`src/rtl/branch_resolve_unit.sv`:
```
// Resolution side of the fetch branch predictor: carries each fetch prediction through F->D->E,
// detects mispredicts in E, emits a single predictor update per E slot and counts events.
package branch_resolve_pkg;
    typedef enum logic [1:0] {
        CFLOW_NONE   = 2'd0,
        CFLOW_BRANCH = 2'd1,
        CFLOW_JAL    = 2'd2,
        CFLOW_JALR   = 2'd3
    } cflow_mode_t;

    typedef enum logic [1:0] {
        CFHINT_NONE = 2'd0,
        CFHINT_CALL = 2'd1,
        CFHINT_RET  = 2'd2
    } cflow_hint_t;
endpackage

module branch_resolve_unit
    import branch_resolve_pkg::*;
#(
    parameter int CNT_W = 32
) (
    input  logic              clk,
    input  logic              start,
    input  logic [31:0]       pc_f,
    input  logic              pred_taken_f,
    input  logic [31:0]       pred_target_f,
    input  logic              stall_fd,
    input  logic              flush_fd,
    input  logic              stall_de,
    input  logic              flush_de,
    input  logic [31:0]       pc_e,
    input  cflow_mode_t       cflow_mode_e,
    input  cflow_hint_t       cflow_hint_e,
    input  logic              cflow_taken_e,
    input  logic [31:0]       cflow_target_e,
    output logic              mispredict,
    output logic [31:0]       redirect_pc,
    output logic [31:0]       upd_pc,
    output cflow_mode_t       upd_mode,
    output cflow_hint_t       upd_hint,
    output logic              upd_taken,
    output logic [31:0]       upd_target,
    output logic [CNT_W-1:0]  branch_cnt,
    output logic [CNT_W-1:0]  mispred_cnt
);
    logic        fd_vld_reg, fd_vld_next;
    logic [31:0] fd_pc_reg, fd_pc_next;
    logic        fd_ptk_reg, fd_ptk_next;
    logic [31:0] fd_ptgt_reg, fd_ptgt_next;
    logic        de_vld_reg, de_vld_next;
    logic [31:0] de_pc_reg, de_pc_next;
    logic        de_ptk_reg, de_ptk_next;
    logic [31:0] de_ptgt_reg, de_ptgt_next;

    logic        fire;
    logic        act_taken;
    logic [31:0] act_next;
    logic        wrong;

    // An E slot resolves only on the cycle it actually leaves E.
    assign fire      = de_vld_reg && !stall_de;
    assign act_taken = (cflow_mode_e == CFLOW_BRANCH) ? cflow_taken_e
                     : ((cflow_mode_e == CFLOW_JAL) || (cflow_mode_e == CFLOW_JALR));
    assign act_next  = act_taken ? cflow_target_e : (pc_e + 32'd4);
    assign wrong     = (de_ptk_reg != act_taken)
                     || (de_ptk_reg && act_taken && (de_ptgt_reg != cflow_target_e));
    assign mispredict  = fire && wrong;
    assign redirect_pc = mispredict ? act_next : 32'd0;

    always_comb begin
        fd_vld_next  = fd_vld_reg;
        fd_pc_next   = fd_pc_reg;
        fd_ptk_next  = fd_ptk_reg;
        fd_ptgt_next = fd_ptgt_reg;
        if (flush_fd || mispredict) begin
            fd_vld_next = 1'b0;
        end else if (!stall_fd) begin
            fd_vld_next  = 1'b1;
            fd_pc_next   = pc_f;
            fd_ptk_next  = pred_taken_f;
            fd_ptgt_next = pred_target_f;
        end
    end

    always_comb begin
        de_vld_next  = de_vld_reg;
        de_pc_next   = de_pc_reg;
        de_ptk_next  = de_ptk_reg;
        de_ptgt_next = de_ptgt_reg;
        if (flush_de || mispredict) begin
            de_vld_next = 1'b0;
        end else if (!stall_de) begin
            de_vld_next  = fd_vld_reg;
            de_pc_next   = fd_pc_reg;
            de_ptk_next  = fd_ptk_reg;
            de_ptgt_next = fd_ptgt_reg;
        end
    end

    always_ff @(posedge clk or posedge start) begin
        if (start) begin
            fd_vld_reg  <= 1'b0;
            fd_pc_reg   <= '0;
            fd_ptk_reg  <= 1'b0;
            fd_ptgt_reg <= '0;
            de_vld_reg  <= 1'b0;
            de_pc_reg   <= '0;
            de_ptk_reg  <= 1'b0;
            de_ptgt_reg <= '0;
        end else begin
            fd_vld_reg  <= fd_vld_next;
            fd_pc_reg   <= fd_pc_next;
            fd_ptk_reg  <= fd_ptk_next;
            fd_ptgt_reg <= fd_ptgt_next;
            de_vld_reg  <= de_vld_next;
            de_pc_reg   <= de_pc_next;
            de_ptk_reg  <= de_ptk_next;
            de_ptgt_reg <= de_ptgt_next;
        end
    end

    // Update bundle is gated by fire so a stalled call/ret never pushes or pops the RAS twice.
    always_comb begin
        upd_pc     = 32'd0;
        upd_mode   = CFLOW_NONE;
        upd_hint   = CFHINT_NONE;
        upd_taken  = 1'b0;
        upd_target = 32'd0;
        if (fire) begin
            upd_pc     = pc_e;
            upd_mode   = cflow_mode_e;
            upd_hint   = cflow_hint_e;
            upd_taken  = act_taken;
            upd_target = cflow_target_e;
        end
    end

    logic [1:0]       cnt_inc;
    logic [CNT_W-1:0] cnt_val [2];

    assign cnt_inc[0] = fire && (cflow_mode_e != CFLOW_NONE);
    assign cnt_inc[1] = mispredict;

    generate
        for (genvar gi = 0; gi < 2; gi++) begin : g_cnt
            logic [CNT_W-1:0] cnt_reg;
            always_ff @(posedge clk or posedge start) begin
                if (start) begin
                    cnt_reg <= '0;
                end else if (cnt_inc[gi]) begin
                    cnt_reg <= cnt_reg + CNT_W'(1);
                end
            end
            assign cnt_val[gi] = cnt_reg;
        end
    endgenerate

    assign branch_cnt  = cnt_val[0];
    assign mispred_cnt = cnt_val[1];

    // A resolving slot whose PC disagrees with E means the hazard unit lost pipeline sync.
    pc_sync_a: assert property (@(posedge clk) disable iff (start) fire |-> (de_pc_reg == pc_e));
endmodule

```
`config.mk`:
```
export PLATFORM = sky130hd
export DESIGN_NAME = branch_resolve_unit
export DESIGN_NICKNAME = d
export VERILOG_FILES = /design/src/rtl/branch_resolve_unit.sv
export SDC_FILE = /design/constraint.sdc
export NUM_CORES = 1
export LEC_CHECK = 0
export CAP_MARGIN = 10
export CORE_UTILIZATION = 47
export DETAILED_ROUTE_END_ITERATION = 16
export PLACE_DENSITY = 0.87
export SLEW_MARGIN = 20
export SYNTH_ARGS = -nofsm -noshare
export SYNTH_HDL_FRONTEND = slang
export SYNTH_SLANG_ARGS = --single-unit
```
`constraint.sdc`:
```
create_clock -name clk -period 7 [get_ports clk]
set_input_delay 1.4 -clock clk [delete_from_list [all_inputs] [get_ports clk]]
set_output_delay 1.4 -clock clk [all_outputs]
set_load 0.01 [all_outputs]
```
# Word-level counts from Yosys, hierarchy flattened
# Index checks and enable logic that the tools add are counted.
dict set report classes {
  mul 0
  n_eq_ne 7
  n_bitwise 4
  magnitude_cmp 0
  div_mod_pow 0
  reduce_logical 13
  add_sub_neg 3
  shift 0
  n_mux 12
}
# op n
set op_table {}
lappend op_table {{$mux 32} 4}
lappend op_table {{$add 32x1->32 const B} 2}
lappend op_table {{$add 32x3->32 const B} 1}
lappend op_table {{$ne 32x32->1} 1}
lappend op_table {{$mux 1} 6}
lappend op_table {{$logic_and 1x1->1} 5}
lappend op_table {{$eq 2x2->1 const B} 2}
lappend op_table {{$logic_or 1x1->1} 4}
lappend op_table {{$mux 2} 2}
lappend op_table {{$ne 2x1->1 const B} 2}
lappend op_table {{$not 1->1} 4}
lappend op_table {{$reduce_and 2->1} 2}
lappend op_table {{$eq 2x1->1 const B} 1}
lappend op_table {{$reduce_bool 2->1} 1}
lappend op_table {{$logic_not 1->1} 1}
lappend op_table {{$ne 1x1->1} 1}
dict set report word_totals {
  latchBits 0
  reg_bits 132
  in_bits 140
  rom_bits 0
  mem_count 0
  mem_bits_rw 0
  wordCells 47
  out_inout_bits 166
}

# Logic depth before layout (Yosys ltp)
dict set report logic_depth {
  depth_word 10
  mapped_depth 9
  mapped_depth_nobuf 8
}

# Worst setup path after synthesis
# Ideal clock, no wire load.
dict set report synth_timing {
  kind {in2out}
  from {input port cflow_taken_e}
  to {output port redirect_pc[25]}
  stages 8
  setup_slack_ns 2.422
  t_arrival_ns 3.178
  t_required_ns 5.600
  n_path_buf 2
  cell_sequence {a21oi_1 > inv_1 > ha_1 > and2_1 > clkbuf_1 > nor2_2 > clkbuf_1 > a211oi_1}
}
dict set report synth_between {
  elab_chain_cells 6
  word_cells_on_any_way 8
  classes_between {eq/ne: 1; mux: 3; reduce/logical: 4}
}
# item line
set synth_rtl {}
lappend synth_rtl {{start: declaration} 35} ;# input logic cflow_taken_e,
lappend synth_rtl {{$mux 1 *} 63} ;# assign act_taken = (cflow_mode_e == CFLOW_BRANCH) ? cflow_taken_e
lappend synth_rtl {{$logic_and 1x1->1 (2 in a row)} 67} ;# || (de_ptk_reg && act_taken && (de_ptgt_reg != cflow_target_e));
lappend synth_rtl {{$logic_or 1x1->1} 67}
lappend synth_rtl {{$logic_and 1x1->1} 68} ;# assign mispredict = fire && wrong;
lappend synth_rtl {{$mux 32 *} 69} ;# assign redirect_pc = mispredict ? act_next : 32'd0;
lappend synth_rtl {{end: declaration} 38} ;# output logic [31:0] redirect_pc,
# Mark *: on every way between the ends. The rest lies on a longest branch, timed or not.

# Final worst setup path
dict set report layout_timing {
  from {input port cflow_target_e[20]}
  to {output port redirect_pc[9]}
}
dict set report layout_between {
  elab_chain_cells 5
}
# item line
set layout_rtl {}
lappend layout_rtl {{start: declaration} 36} ;# input logic [31:0] cflow_target_e,
lappend layout_rtl {{$ne 32x32->1} 67}
lappend layout_rtl {{$logic_and 1x1->1} 67}
lappend layout_rtl {{$logic_or 1x1->1} 67}
lappend layout_rtl {{$logic_and 1x1->1} 68}
lappend layout_rtl {{$mux 32} 69}
# No other way between the ends.

==> load_flow_metrics.sql <==
INSERT INTO impl_metrics (metric_group, metric, value, unit) VALUES
('synth', 'seq_area_frac_synth', '45.37', '%'),
('synth', 'synth_compound_gate_area_share', '6.960', '%'),
('floorplan', 'core.rowCount', '45', ''),
('synth', 'synth.distinct_cells', '38', ''),
('sta', 'setup_violations', '0', ''),
('floorplan', 'die_h', '126.5', 'um'),
('worst_setup_path', 'timing.reg2reg.setup_slack', '3.91', 'ns'),
('floorplan', 'start_util', '48.07', '%'),
('synth', 'syn_area_per_cell', '10.48', 'sq um'),
('global_routing', 'grt_start_max_net_pins', '75', ''),
('cells_and_area', 'most-common-layout-cells', 'clkdlybuf4s50_1, dfrtp_1, xnor2_1', ''),
('status', 'status', 'finished, final reports clean', ''),
('power_and_ir_drop', 'post-layout-total-power', '2.325', 'mW'),
('cells_and_area', 'layout-drive-gt1-share', '11.20', '%'),
('worst_setup_path', 'cp_data_arrival_time', '4.56', 'ns'),
('worst_setup_path', 'cp_data_required_time', '5.60', 'ns'),
('detailed_routing', 'ant_nets', '0', ''),
('synth', 'post_synth_instance_area', '7281', 'sq um'),
('synth', 'synth-xor-area-share', '14.44', '%'),
('sta', 'timing.max_slew.rel_slack', '34.22', '%'),
('clock_network', 'numClockSinks', '132', ''),
('clock_network', 'post_cts_resized', '0', ''),
('cells_and_area', 'syn2layout_area_growth', '48.32', '%'),
('detailed_routing', 'detailedRoute.firstPassIterationCount', '5', ''),
('synth', 'ys_dominant_reg_cell', 'dfrtp_1', ''),
('sta', 'rsz_0062_raised_after_global_routing', 'no', ''),
('floorplan', 'design.die.area', '15990', 'sq um'),
('hold_path', 'worstHoldPathType', 'reg2reg', ''),
('power_and_ir_drop', 'power_leakage', '4.319', 'nW'),
('hold_path', 'worstHoldPathCells', '1', ''),
('placement', 'gp_routability_congestion', '0.8857', ''),
('worst_setup_path', 'path_max_fanout', '33', ''),
('sta', 'tns', '0', 'ns'),
('synth', 'post_synth_fa_ha_maj_area_fraction', '0.6874', '%'),
('clock_network', 'clk_transition_reported_paths', '0.06', 'ns'),
('synth', 'post-synth-top-area-fraction', '45.37', '%'),
('cells_and_area', 'layout.nets', '1104', ''),
('cells_and_area', 'num_antenna_cells', '0', ''),
('floorplan', 'design.core.area', '15150', 'sq um'),
('clock_network', 'tritoncts_clock_tree', 'built', ''),
('clock_network', 'clockBufferDepth', '2', ''),
('detailed_routing', 'avgRoutedWirePerCell', '18.60', 'um'),
('placement', 'detailed_place_hpwl', '15.88', 'mm'),
('cells_and_area', 'mostFrequentLayoutCell', 'clkdlybuf4s50_1', ''),
('sta', 'timing.final.crit_period', '5.960', 'ns'),
('global_routing', 'gr_ovfl_total', '0', ''),
('placement', 'preCtsSetupSlack', '1.072', 'ns'),
('detailed_routing', 'detail_route.vias_per_cell', '5.461', ''),
('synth', 'synth.largest_area_cell', 'dfrtp_1', ''),
('global_routing', 'vias_in_the_first_global_route', '6065', ''),
('sta', 'worst-slew-pin-transition', '0.9846', 'ns'),
('worst_setup_path', 'timing.critical_path.from_type', 'primary input', ''),
('synth', 'yosys-mux-area-fraction', '10.65', '%'),
('global_routing', 'grt.total_usage', '27.35', '%'),
('synth', 'ys_warn_count', '0', ''),
('detailed_routing', 'remaining_drc_errors', '0', ''),
('clock_network', 'cts-hold-fix-buffers', '0', ''),
('sta', 'final-max-slew-violation-count', '0', ''),
('clock_network', 'insertion_delay', '0.40', 'ns'),
('synth', 'synth_nets', '839', ''),
('detailed_routing', 'num_vias', '6340', ''),
('power_and_ir_drop', 'power_density', '215.3', 'nW/um^2'),
('synth', 'combinational_family_with_the_most_area_after_synthesis', 'simple AND/OR/NAND/NOR gates', ''),
('worst_setup_path', 'timing.reg2reg.worst_path_depth', '7', ''),
('clock_network', 'postCtsSetupBuffers', '0', ''),
('sta', 'minimum_setup_slack_in_the_final_design', '1.040', 'ns'),
('sta', 'top_achievable_clock_speed', '167.8', 'MHz'),
('synth', 'synthSimpleGateAreaFrac', '19.33', '%'),
('clock_network', 'clock_tree.htree_level_count', '4', ''),
('floorplan', 'die_width', '126.5', 'um'),
('detailed_routing', 'totalWireLength', '21.60', 'mm');
[power by group]
group          internal (mW)  switching (mW)  total [mW]  leakage, nW
registers              0.870          0.0835       0.953         1.68
clock network          0.605           0.326       0.931        0.300
logic                  0.254           0.187       0.440         2.34
total                   1.73           0.597        2.33         4.32
[final cells by class]
type	count	area, sq um
repair buffers	280	2785
flip-flops and latches	132	3303
well taps	188	235.2
clock buffers	19	442.9
fillers	1121	4347
inverters	8	35.03
multi-input cells	521	3817
clock inverters	13	180.2
[through the flow]
| step | util (%) | cells | hold slack [ns] | area (sq um) |
|---|---|---|---|---|
| after global placement | 67.19 | 1129 | 0.4598 | 10180 |
| after CTS | 71.30 | 1161 | 0.4750 | 10800 |
| after floorplan | - | 695 | 0.4522 | 7281 |
| after global routing | 71.30 | 1161 | 0.5039 | 10800 |
| after detailed placement | 67.19 | 1129 | 0.4676 | 10180 |
| final | 71.30 | 1161 | 0.4728 | 10800 |
[cell families after synthesis]
logic type / count (synthesis)
AOI/OAI and AO/OA: 69
xor gates and xnor gates: 120
adders and majority gates: 4
buffers and inverters: 42
DFF: 132
muxes: 69
and+or+nand+nor: 259
[synthesized netlist by cell type (all sizes together), types with 9 or more instances]
library cell,number
dfrtp,132
xnor2,93
and2,72
mux2,68
nor2,52
nand2,39
a211oi,28
xor2,27
clkbuf,26
and3,22
nand3,22
nand4,22
o2111ai,13
nor3,9
o21ai,9
[metal layers]
metal	up-vias	GRT usage [%]	wire length (um)	part of all wire, %
li1	2959	-	-	-
met1	3083	38.99	9839	46
met2	268	41.89	9818	45
met3	30	5.356	1480	6.9
met4	0	9.001	461	2.1
met5	-	0	0	0
[critical path: stages]
cell	delay, ns
clkdlybuf4s50_1	0.53
xnor2_1	0.34
nand4_1	0.26
nor4_2	0.44
a21oi_2	0.09
buf_4	0.25
nor2_2	0.20
buf_4	0.38
a211oi_1	0.11
clkdlybuf4s50_1	0.53
[path summary, 6_finish.rpt]
kind,start,end
hold / removal,branch_cnt[31]$_DFFE_PP0P_,branch_cnt[31]$_DFFE_PP0P_
setup reg to reg,de_ptgt_reg[20]$_DFFE_PP0P_,de_ptgt_reg[6]$_DFFE_PP0P_
setup / recovery,cflow_target_e[20],redirect_pc[9]
hold reg to reg,branch_cnt[31]$_DFFE_PP0P_,branch_cnt[31]$_DFFE_PP0P_
min in group asynchronous,start,branch_cnt[31]$_DFFE_PP0P_
max in group asynchronous,start,fd_ptgt_reg[20]$_DFFE_PP0P_
No activity file was read; power rests on OpenSTA's default activity.
